--- config.mk ---
export PLATFORM = sky130hd
export DESIGN_NAME = i2cmb_cmd_sequencer
export DESIGN_NICKNAME = d
export VERILOG_FILES = /design/src/rtl/i2cmb_pkg.sv /design/src/rtl/wb_single_xfer.sv /design/src/rtl/i2cmb_cmd_sequencer.sv
export SDC_FILE = /design/constraint.sdc
export NUM_CORES = 1
export LEC_CHECK = 0
export CAP_MARGIN = 10
export CORE_ASPECT_RATIO = 1.2
export CORE_UTILIZATION = 40
export CTS_CLUSTER_SIZE = 25
export DETAILED_ROUTE_END_ITERATION = 16
export GPL_ROUTABILITY_DRIVEN = 0
export RECOVER_POWER = 100
export SYNTH_ARGS = -nofsm -noshare
export SYNTH_HDL_FRONTEND = slang
export SYNTH_SLANG_ARGS = --single-unit
--- constraint.sdc ---
create_clock -name clk -period 2.33 [get_ports clk]
set_input_delay 0.233 -clock clk [delete_from_list [all_inputs] [get_ports clk]]
set_output_delay 0.233 -clock clk [all_outputs]
set_load 0.01 [all_outputs]
--- src/rtl/i2cmb_pkg.sv ---
// Shared register map, command codes and status encodings for the iicmb command sequencer.
package i2cmb_pkg;

    typedef enum logic [1:0] {
        RegCsr  = 2'd0,
        RegDpr  = 2'd1,
        RegCmdr = 2'd2
    } reg_addr_e;

    typedef enum logic [2:0] {
        CmdWrite  = 3'b001,
        CmdRdAck  = 3'b010,
        CmdRdNack = 3'b011,
        CmdStart  = 3'b100,
        CmdStop   = 3'b101,
        CmdSetBus = 3'b110
    } cmd_code_e;

    typedef enum logic [1:0] {
        StatOk      = 2'b00,
        StatNack    = 2'b01,
        StatArbLost = 2'b10,
        StatErr     = 2'b11
    } status_e;

    localparam int unsigned CmdrDon = 7;
    localparam int unsigned CmdrNak = 6;
    localparam int unsigned CmdrAl  = 5;
    localparam int unsigned CmdrErr = 4;

    localparam logic [7:0] CsrEnable = 8'hC0;

    function automatic logic [7:0] cmdr_byte(input cmd_code_e code);
        return {5'b00000, code};
    endfunction

endpackage

--- src/rtl/wb_single_xfer.sv ---
// One classic Wishbone single read or write; holds cyc/stb with stable adr/we/dat until ack.
module wb_single_xfer #(
    parameter int unsigned WB_ADDR_WIDTH = 2,
    parameter int unsigned WB_DATA_WIDTH = 8
) (
    input  logic                     clk,
    input  logic                     rst,
    input  logic                     start,
    input  logic                     we,
    input  logic [WB_ADDR_WIDTH-1:0] adr,
    input  logic [WB_DATA_WIDTH-1:0] wdata,
    output logic                     busy,
    output logic                     done,
    output logic [WB_DATA_WIDTH-1:0] rdata,
    output logic                     cyc_o,
    output logic                     stb_o,
    output logic                     we_o,
    output logic [WB_ADDR_WIDTH-1:0] adr_o,
    output logic [WB_DATA_WIDTH-1:0] dat_o,
    input  logic [WB_DATA_WIDTH-1:0] dat_i,
    input  logic                     ack_i
);

    logic                     cyc_q;
    logic                     we_q;
    logic                     done_q;
    logic [WB_ADDR_WIDTH-1:0] adr_q;
    logic [WB_DATA_WIDTH-1:0] dat_q;
    logic [WB_DATA_WIDTH-1:0] rdata_q;

    always_ff @(posedge clk or negedge rst) begin
        if (!rst) begin
            cyc_q   <= 1'b0;
            we_q    <= 1'b0;
            done_q  <= 1'b0;
            adr_q   <= '0;
            dat_q   <= '0;
            rdata_q <= '0;
        end else begin
            done_q <= 1'b0;
            if (cyc_q) begin
                if (ack_i) begin
                    cyc_q  <= 1'b0;
                    done_q <= 1'b1;
                    if (!we_q) begin
                        rdata_q <= dat_i;
                    end
                end
            end else if (start) begin
                cyc_q <= 1'b1;
                we_q  <= we;
                adr_q <= adr;
                dat_q <= wdata;
            end
        end
    end

    assign cyc_o = cyc_q;
    assign stb_o = cyc_q;
    assign we_o  = we_q;
    assign adr_o = adr_q;
    assign dat_o = dat_q;
    assign busy  = cyc_q;
    assign done  = done_q;
    assign rdata = rdata_q;

endmodule

--- src/rtl/i2cmb_cmd_sequencer.sv ---
// Wishbone master that expands one I2C transaction request into the iicmb CSR/DPR/CMDR sequence.
module i2cmb_cmd_sequencer
    import i2cmb_pkg::*;
#(
    parameter int unsigned WB_ADDR_WIDTH = 2,
    parameter int unsigned WB_DATA_WIDTH = 8,
    parameter int unsigned IRQ_TIMEOUT   = 1_000_000
) (
    input  logic                     clk,
    input  logic                     rst,
    input  logic                     req_valid,
    output logic                     req_ready,
    input  logic [3:0]               req_bus,
    input  logic [6:0]               req_addr,
    input  logic                     req_rd,
    input  logic [7:0]               req_len,
    input  logic [7:0]               wdata,
    input  logic                     wdata_valid,
    output logic                     wdata_ready,
    output logic [7:0]               rdata,
    output logic                     rdata_valid,
    input  logic                     rdata_ready,
    output logic                     done,
    output logic [1:0]               status,
    output logic                     cyc_o,
    output logic                     stb_o,
    output logic                     we_o,
    output logic [WB_ADDR_WIDTH-1:0] adr_o,
    output logic [WB_DATA_WIDTH-1:0] dat_o,
    input  logic [WB_DATA_WIDTH-1:0] dat_i,
    input  logic                     ack_i,
    input  logic                     irq
);

    typedef enum logic [3:0] {
        StInit, StInitWait, StIdle, StDpr, StDprWait, StCmd, StCmdWait, StIrq,
        StStat, StStatWait, StRdDpr, StRdDprWait, StRdHold, StDone
    } state_e;

    typedef enum logic [2:0] {
        StepSetBus, StepStart, StepAddr, StepWr, StepRd, StepStop
    } step_e;

    localparam int unsigned TmoW = (IRQ_TIMEOUT > 1) ? $clog2(IRQ_TIMEOUT) : 1;
    localparam logic [TmoW-1:0] TmoLast = TmoW'(IRQ_TIMEOUT - 1);

    state_e            state_q, state_d;
    step_e             step_q, step_d;
    status_e           status_q, status_d;
    logic [3:0]        bus_q, bus_d;
    logic [6:0]        addr_q, addr_d;
    logic              rd_q, rd_d;
    logic [7:0]        count_q, count_d;
    logic [7:0]        rdata_q, rdata_d;
    logic [TmoW-1:0]   tmo_q, tmo_d;

    logic                     xfer_start;
    logic                     xfer_we;
    logic [WB_ADDR_WIDTH-1:0] xfer_adr;
    logic [WB_DATA_WIDTH-1:0] xfer_wdata;
    logic                     xfer_busy;
    logic                     xfer_done;
    logic [WB_DATA_WIDTH-1:0] xfer_rdata;

    logic       fault;
    logic       timeout_hit;
    logic [7:0] stat_byte;
    cmd_code_e  cmd;

    wb_single_xfer #(
        .WB_ADDR_WIDTH(WB_ADDR_WIDTH),
        .WB_DATA_WIDTH(WB_DATA_WIDTH)
    ) u_xfer (
        .clk   (clk),
        .rst   (rst),
        .start (xfer_start),
        .we    (xfer_we),
        .adr   (xfer_adr),
        .wdata (xfer_wdata),
        .busy  (xfer_busy),
        .done  (xfer_done),
        .rdata (xfer_rdata),
        .cyc_o (cyc_o),
        .stb_o (stb_o),
        .we_o  (we_o),
        .adr_o (adr_o),
        .dat_o (dat_o),
        .dat_i (dat_i),
        .ack_i (ack_i)
    );

    // A zero timeout lets the counter free-run without ever matching.
    assign timeout_hit = (IRQ_TIMEOUT != 0) && (tmo_q == TmoLast);
    assign stat_byte   = xfer_rdata[7:0];

    always_comb begin
        case (step_q)
            StepSetBus: cmd = CmdSetBus;
            StepStart:  cmd = CmdStart;
            StepRd:     cmd = (count_q == 8'd1) ? CmdRdNack : CmdRdAck;
            StepStop:   cmd = CmdStop;
            default:    cmd = CmdWrite;
        endcase
    end

    always_comb begin
        state_d     = state_q;
        step_d      = step_q;
        status_d    = status_q;
        bus_d       = bus_q;
        addr_d      = addr_q;
        rd_d        = rd_q;
        count_d     = count_q;
        rdata_d     = rdata_q;
        tmo_d       = tmo_q;
        xfer_start  = 1'b0;
        xfer_we     = 1'b1;
        xfer_adr    = WB_ADDR_WIDTH'(RegCsr);
        xfer_wdata  = '0;
        req_ready   = 1'b0;
        wdata_ready = 1'b0;
        rdata_valid = 1'b0;
        done        = 1'b0;
        fault       = 1'b0;

        unique case (state_q)
            StInit: begin
                xfer_wdata = WB_DATA_WIDTH'(CsrEnable);
                if (!xfer_busy) begin
                    xfer_start = 1'b1;
                    state_d    = StInitWait;
                end
            end
            StInitWait: if (xfer_done) state_d = StIdle;
            StIdle: begin
                req_ready = 1'b1;
                if (req_valid) begin
                    bus_d    = req_bus;
                    addr_d   = req_addr;
                    rd_d     = req_rd;
                    count_d  = req_len;
                    status_d = StatOk;
                    step_d   = StepSetBus;
                    state_d  = StDpr;
                end
            end
            StDpr: begin
                xfer_adr = WB_ADDR_WIDTH'(RegDpr);
                case (step_q)
                    StepSetBus: xfer_wdata = WB_DATA_WIDTH'({4'b0000, bus_q});
                    StepAddr:   xfer_wdata = WB_DATA_WIDTH'({addr_q, rd_q});
                    default:    xfer_wdata = WB_DATA_WIDTH'(wdata);
                endcase
                if (!xfer_busy && (step_q != StepWr || wdata_valid)) begin
                    xfer_start  = 1'b1;
                    wdata_ready = (step_q == StepWr);
                    state_d     = StDprWait;
                end
            end
            StDprWait: if (xfer_done) state_d = StCmd;
            StCmd: begin
                xfer_adr   = WB_ADDR_WIDTH'(RegCmdr);
                xfer_wdata = WB_DATA_WIDTH'(cmdr_byte(cmd));
                tmo_d      = '0;
                if (!xfer_busy) begin
                    xfer_start = 1'b1;
                    state_d    = StCmdWait;
                end
            end
            StCmdWait: if (xfer_done) state_d = StIrq;
            StIrq: begin
                if (irq) begin
                    state_d = StStat;
                end else if (timeout_hit) begin
                    fault = 1'b1;
                end else begin
                    tmo_d = tmo_q + 1'b1;
                end
            end
            StStat: begin
                xfer_we  = 1'b0;
                xfer_adr = WB_ADDR_WIDTH'(RegCmdr);
                if (!xfer_busy) begin
                    xfer_start = 1'b1;
                    state_d    = StStatWait;
                end
            end
            StStatWait: begin
                if (xfer_done) begin
                    if (stat_byte[CmdrAl]) begin
                        // Controller already released the bus, so no STOP.
                        status_d = StatArbLost;
                        state_d  = StDone;
                    end else if (stat_byte[CmdrErr] || !(stat_byte[CmdrNak] || stat_byte[CmdrDon])) begin
                        fault = 1'b1;
                    end else if (stat_byte[CmdrNak] && (step_q == StepAddr || step_q == StepWr)) begin
                        status_d = StatNack;
                        step_d   = StepStop;
                        state_d  = StCmd;
                    end else begin
                        case (step_q)
                            StepSetBus: begin
                                step_d  = StepStart;
                                state_d = StCmd;
                            end
                            StepStart: begin
                                step_d  = StepAddr;
                                state_d = StDpr;
                            end
                            StepAddr: begin
                                if (count_q == 8'd0) begin
                                    step_d  = StepStop;
                                    state_d = StCmd;
                                end else if (rd_q) begin
                                    step_d  = StepRd;
                                    state_d = StCmd;
                                end else begin
                                    step_d  = StepWr;
                                    state_d = StDpr;
                                end
                            end
                            StepWr: begin
                                count_d = count_q - 8'd1;
                                if (count_q == 8'd1) begin
                                    step_d  = StepStop;
                                    state_d = StCmd;
                                end else begin
                                    state_d = StDpr;
                                end
                            end
                            StepRd:  state_d = StRdDpr;
                            default: state_d = StDone;
                        endcase
                    end
                end
            end
            StRdDpr: begin
                xfer_we  = 1'b0;
                xfer_adr = WB_ADDR_WIDTH'(RegDpr);
                if (!xfer_busy) begin
                    xfer_start = 1'b1;
                    state_d    = StRdDprWait;
                end
            end
            StRdDprWait: begin
                if (xfer_done) begin
                    rdata_d = xfer_rdata[7:0];
                    state_d = StRdHold;
                end
            end
            StRdHold: begin
                rdata_valid = 1'b1;
                if (rdata_ready) begin
                    count_d = count_q - 8'd1;
                    state_d = StCmd;
                    if (count_q == 8'd1) step_d = StepStop;
                end
            end
            StDone: begin
                done    = 1'b1;
                state_d = StIdle;
            end
            default: state_d = StInit;
        endcase

        // One STOP attempt after a fault; a fault during STOP itself ends the transaction.
        if (fault) begin
            status_d = StatErr;
            if (step_q == StepStop) begin
                state_d = StDone;
            end else begin
                step_d  = StepStop;
                state_d = StCmd;
            end
        end
    end

    always_ff @(posedge clk or negedge rst) begin
        if (!rst) begin
            state_q  <= StInit;
            step_q   <= StepSetBus;
            status_q <= StatOk;
            bus_q    <= '0;
            addr_q   <= '0;
            rd_q     <= 1'b0;
            count_q  <= '0;
            rdata_q  <= '0;
            tmo_q    <= '0;
        end else begin
            state_q  <= state_d;
            step_q   <= step_d;
            status_q <= status_d;
            bus_q    <= bus_d;
            addr_q   <= addr_d;
            rd_q     <= rd_d;
            count_q  <= count_d;
            rdata_q  <= rdata_d;
            tmo_q    <= tmo_d;
        end
    end

    assign status = status_q;
    assign rdata  = rdata_q;

endmodule

==> results.ini, run 1 <==
[routing]
drt_first_iter_violations=193
vias=3942
drtPass1Iterations=4
wirelength_mm=11.5
vias_per_cell=5.67
postRouteAntennaNets=0
route.detailed.wl_per_inst_um=16.5
drc_errors=0

[sta]
max_freq_mhz=449
slew_headroom_pct=42.9
period_share_pct=95.5
finalHoldViolations=0
worst_slew_pin_slew_ns=0.856
setup_viol=0
final_max_slew_viol_count=0
rsz0062_at_grt=false
fin_crit_ns=2.23
fin_worst_skew_ns=0.0104

[logic_synthesis]
synth-simple-area-share_pct=22.6
yosysWarnings=0
syn_avg_cell_area_um2=9.46
yosysTopAreaCell=dfrtp_1
synth_compound_area_share_pct=18.3
synth_seq_cells=78
syn-num-nets=520
yosysTopAreaCellShare_pct=43.6
async_flop_share_pct=100
synth_edf_count=0
yosys.area_share.adder_pct=1.12
synth_top_cells_by_area=dfrtp_1 44%, mux2_2 7.3%, a21oi_1 3.6%, nor2_1 3.4%, o21ai_0 3.2%
synth_cell_types=68
synthTopCellsByCount=78 x dfrtp_1, 40 x nor2_1, 35 x nand2_1, 32 x a21oi_1
netlist_area_um2=4480
synthCells=473
synth_ff_type=dfrtp_1
synth_top_family_by_area=simple AND/OR/NAND/NOR gates
yosys-mux-area-fraction_pct=8.86
synth-xor-area-share_pct=1.37
synth_most_common_cell=dfrtp_1
yosysSeqAreaShare_pct=43.6

[floorplan]
floorplan.initialDensity_pct=41.8
fp.dieH_um=118
die_w_um=98.6
dieArea_um2=11600
row_count=41
core-area_um2=10700
io_pins=70

[global_route]
track_usage_pct=21.3
first_global_vias=3973
antenna_found_initial=0
grt_overflow=0
grt_pass1_wl_mm=19.6
grt_max_degree=47

[layout]
instances_no_fill=695
fin_nets=610
seqCellArea_um2=1960
multi_input_area_um2=2360
diodes=0
drive_above_1_share_pct=18.2
area_growth_pct=29.9
final_area_um2=5820
fillerInstances=967

[place]
dpl.hpwl_mm=8.42
postPlaceCellArea_um2=5470
port-buffer-count=69
placed_cells=677

[power_and_ir_drop]
ir_drop_mv=0.482
static-leakage-power_nw=2.42
p_per_area_nw_per_um2=1190

[job]
max_cap_violations=0

[worst_setup_path]
cpMostUsedCell=buf_4
cp-start-kind=flop
cp_cell_sequence=clkbuf_2, buf_4, nor3_1, buf_4, clkdlybuf4s50_1
crit_path_end_kind=primary output
criticalPathCategory=flop to primary output
crit_path_top_delay_cell=clkdlybuf4s50_1
crit_fanout=14
max_stage_delay_ns=0.53
cp.required_ns=2.10
worst_ep_arrival_time_ns=1.99

[cts]
numClockSinks=78
cts.reportedPaths.clkPinSlew_ns=0.06
cts_root_buf=clkbuf_16
cts_tree=done
cts.path.max_buffers=2
cts_buffers=9
h-tree-depth=3
clk_latency_ns=0.34

[outcome]
status=complete, no violations

[worst_hold_path]
hold_path.class=primary input to flop

-- critical path: cells and delay by family, from the launching register on --
family,cells,cell delay (ns)
buffers and inverters,4,1.05
DFF,1,0.42
and+or+nand+nor,1,0.18
-- report_power, final --
part | switching, W | internal (W)
Sequential | 0.000412 | 0.00185
Combinational | 0.00157 | 0.00151
Clock | 0.000551 | 0.00103
Total | 0.00253 | 0.00440
-- metal layers --
| layer | up-vias | GRT usage, % | routed length [µm] |
|---|---|---|---|
| met5 | - | 0 | 0 |
| met4 | 0 | 8.49 | 196 |
| met3 | 14 | 2.67 | 345 |
| met2 | 89 | 36.8 | 6000 |
| met1 | 1920 | 26.9 | 4920 |
| li1 | 1919 | - | - |
-- cell families (layout without fill, tap and decap cells) --
group                      after synthesis  count (layout)
xor gates and xnor gates                 7               7
AOI/OAI and AO/OA                      122             122
and+or+nand+nor                        185             185
muxes                                   36              36
adders and majority gates                4               4
DFF                                     78              78
buffers and inverters                   41             134
-- flip-flops by register name, summed over array words and instances, names as in the netlist --
signal,flops
rd_q,1
u_xfer.dat_o,8
u_xfer.busy,1
addr_q,7
u_xfer.done,1
rdata,8
step_q,3
status,2
bus_q,4
state_q,4
tmo_q,20
u_xfer.we_o,1
count_q,8
u_xfer.rdata,8
u_xfer.adr_o,2
-- metrics by stage --
| stage | hold slack, ns | util, % | total power [W] | setup TNS, ns | worst slack, ns |
|---|---|---|---|---|---|
| global placement | 0.214 | 51.0 | 0.00533 | 0 | 0.0196 |
| floorplan | -0.0626 | - | 0.00422 | 0 | 0.210 |
| finish | 0.471 | 54.3 | 0.00693 | 0 | 0.104 |
| CTS | 0.408 | 54.4 | 0.00705 | 0 | 0.00292 |
| detailed placement | 0.224 | 51.0 | 0.00539 | -0.00404 | -0.00404 |
| global route | 0.513 | 54.3 | 0.00746 | 0 | 0.00549 |
-- repair_timing --
action / CTS / global route
pin swaps: 0 / 0
resized for setup: 4 / 9
gates cloned: 0 / 0
hold buffers: 1 / 0
endpoints found under the hold margin: 32 / 0
buffers inserted: 3 / 0
endpoints found under the setup margin: 2 / 10
-- worst paths after layout --
check	from	end	slack, ns	depth (start not counted)
max	state_q[1]	rdata_valid	0.10	5
min	ack_i	u_xfer.busy	0.47	2
max in group asynchronous	rst	step_q[0]	0.53	3
max reg2reg	tmo_q[15]	state_q[3]	0.13	6
min reg2reg	u_xfer.dat_o[5]	u_xfer.dat_o[5]	0.48	2
min in group asynchronous	rst	tmo_q[3]	0.53	2
-- placed cells by master (no fill, tap or decap), types with 4 or more instances in the layout --
| master | Yosys | final |
|---|---|---|
| a211oi_1 | 5 | 5 |
| a21oi_1 | 32 | 32 |
| a31oi_1 | 5 | 5 |
| and3_1 | 7 | 7 |
| buf_4 | 2 | 30 |
| clkbuf_1 | 17 | 5 |
| clkbuf_16 | 0 | 9 |
| clkdlybuf4s50_1 | 0 | 43 |
| dfrtp_1 | 78 | 74 |
| dfrtp_2 | 0 | 4 |
| dlygate4sd3_1 | 0 | 24 |
| ha_1 | 4 | 4 |
| inv_1 | 12 | 12 |
| mux2_2 | 29 | 29 |
| mux2i_1 | 7 | 7 |
| nand2_1 | 35 | 35 |
| nand2b_1 | 8 | 8 |
| nand3_1 | 10 | 10 |
| nand3b_1 | 6 | 6 |
| nand4_1 | 6 | 6 |
| nor2_1 | 40 | 40 |
| nor2b_1 | 11 | 10 |
| nor3_1 | 11 | 11 |
| nor4_1 | 12 | 12 |
| o211ai_1 | 4 | 4 |
| o21ai_0 | 29 | 29 |
| o31ai_1 | 10 | 10 |
| or3_1 | 9 | 8 |
| or4_1 | 5 | 5 |
| xnor2_1 | 6 | 6 |
-- cell type report --
class                           instances  share of cell area, %
Timing Repair Buffer                  108                   16.7
Inverter                               12                  0.774
Clock buffer                           10                   3.94
Sequential cell                        78                   33.6
Clock inverter                          4                   1.68
Multi-Input combinational cell        354                   40.5
Tap cell                              129                   2.77
No activity file was read; power rests on OpenSTA's default activity.
==> run 2: changes to the inputs <==
CORE_UTILIZATION = 43   (was 40)
PLACE_DENSITY = 0.66   (was unset)
RECOVER_POWER = 25   (was 100)
clock period = 2.5 ns   (was 2.33 ns; I/O delays follow)
==> results.ini, run 2 (synthesis results as in run 1) <==
[layout]
final_cell_mix=75 x dfrtp_1, 68 x clkdlybuf4s50_1, 39 x nor2_1, 35 x nand2_1, 32 x a21oi_1
area_growth_pct=27.4
final_area_um2=5700
diodes=0
final_common_cell=dfrtp_1
regMostFlops=tmo_q
final_util_pct=56.7
drive_above_1_share_pct=17.1
largest_reg_flops=20
fin_nets=598
instances_no_fill=682

[routing]
vias_per_cell=5.75
wirelength_mm=11.3
vias=3919
route.detailed.wl_per_inst_um=16.6
postRouteAntennaNets=0
drtPass1Iterations=6
drt_first_iter_violations=261
drc_errors=0

[global_route]
grt_max_degree=79
grt_overflow=0
antenna_found_initial=0
first_global_vias=3902
grt_pass1_wl_mm=18.8
track_usage_pct=22.6

[floorplan]
die_w_um=95.1
floorplan.initialDensity_pct=44.5
fp.dieH_um=114
row_count=40
core-area_um2=10100
dieArea_um2=10800
io_pins=70

[power_and_ir_drop]
p_per_area_nw_per_um2=1110
swShare_pct=37.7
static-leakage-power_nw=2.31
p_int_w=0.00394
p_comb_share_pct=46.5
p_clk_share_pct=19.9
ir_drop_mv=0.504
pwr-share-seq_pct=33.6
power.switching_w=0.00239
power.total_w=0.00634

[worst_setup_path]
crit_fanout=10
r2r_start=step_q[0]
cp-start-kind=flop
startpoint=state_q[1]
reg2reg_depth=6
r2r_end=state_q[3]
crit_end=req_ready
worst_ep_arrival_time_ns=2.13
r2r_slack_ns=0.26
cp.required_ns=2.25
criticalPathCategory=flop to primary output
crit_path_end_kind=primary output

[sta]
period_share_pct=95.1
finalHoldViolations=0
max_freq_mhz=420
setup_viol=0
tns_ns=0
fin_worst_skew_ns=0.00549
final_max_slew_viol_count=79
worst_slew_pin_slew_ns=1.97
fin_crit_ns=2.38
slew_headroom_pct=-31.3
rsz0062_at_grt=false

[cts]
cts_root_buf=clkbuf_16
numClockSinks=78
h-tree-depth=3
cts_tree=done
cts_buffers=9
cts.path.max_buffers=2
clk_latency_ns=0.34
cts.reportedPaths.clkPinSlew_ns=0.06

[outcome]
violations=capacitance limit, slew limit
status=finished with violations

[place]
dpl.hpwl_mm=7.91
port-buffer-count=69
postPlaceCellArea_um2=5380
placed_cells=664

[worst_hold_path]
hold_path.class=primary input to asynchronous set/reset pin

[job]
max_cap_violations=1

==> run 2: cell types whose count changed in the layout (fill, tap and decap cells not counted), sizes merged <==
cell,before,now
clkinv,0,2
dlygate4sd3,24,0
clkbuf,19,14
clkdlybuf4s25,1,0
bufinv,3,0
clkdlybuf4s50,43,68
buf,31,27
==> run 2: how the worst min path moves through the flow <==
stage	from	endpoint	slack, ns	cells after the start
2_1_floorplan	rst	addr_q[0]	-0.05	0
3_3_place_gp	u_xfer.dat_o[1]	u_xfer.dat_o[1]	0.47	2
3_5_place_dp	u_xfer.adr_o[0]	u_xfer.adr_o[0]	0.47	2
4_1_cts	rst	tmo_q[16]	0.13	1
5_1_grt	bus_q[0]	bus_q[0]	0.52	1
6_report	rst	tmo_q[16]	0.46	1
==> run 2: layout make-up <==
type	instances	area, µm²
Tap cell	126	158
Multi-Input combinational cell	354	2340
Sequential cell	78	1960
Clock buffer	13	270
Timing Repair Buffer	96	913
Fill cell	888	4360
Inverter	12	45.0
Clock inverter	3	17.5
==> run 2: metal layers <==
| layer | share of wire, % | up-vias | routed length [µm] | track usage, % |
|---|---|---|---|---|
| li1 | - | 1916 | - | - |
| met1 | 46 | 1887 | 5160 | 31.0 |
| met2 | 48 | 97 | 5450 | 34.8 |
| met3 | 4.2 | 19 | 472 | 3.40 |
| met4 | 2.1 | 0 | 233 | 10.5 |
| met5 | 0 | - | 0 | 0 |
==> run 2: timing repair <==
action / CTS / global route
hold buffers: 0 / 0
endpoints found under the setup margin: 2 / 2
pin swaps: 0 / 0
cloned: 0 / 0
gates resized for setup: 3 / 3
buffers inserted: 0 / 2
==> run 2: power by group through the flow <==
stage | logic [W] | registers [W] | clock network [W]
finish | 0.00295 | 0.00213 | 0.00126
global route | 0.00325 | 0.00220 | 0.00134
CTS | 0.00287 | 0.00214 | 0.00130
detailed placement | 0.00285 | 0.00216 | 0
global placement | 0.00278 | 0.00212 | 0
floorplan | 0.00187 | 0.00206 | 0
==> run 2: critical path, stage by stage (launching register included) <==
cell and delay, ns:
dfrtp_2 0.41, buf_12 0.13, or3b_2 0.47, nor2_2 0.19, clkdlybuf4s50_1 0.59
==> run 2: stage by stage <==
| stage | setup slack [ns] | hold WS [ns] |
|---|---|---|
| 2_1_floorplan | 0.380 | -0.0456 |
| 4_1_cts | 0.0331 | 0.126 |
| 5_1_grt | 0.0490 | 0.518 |
| 3_3_place_gp | 0.190 | 0.465 |
| 6_report | 0.121 | 0.462 |
| 3_5_place_dp | 0.155 | 0.472 |
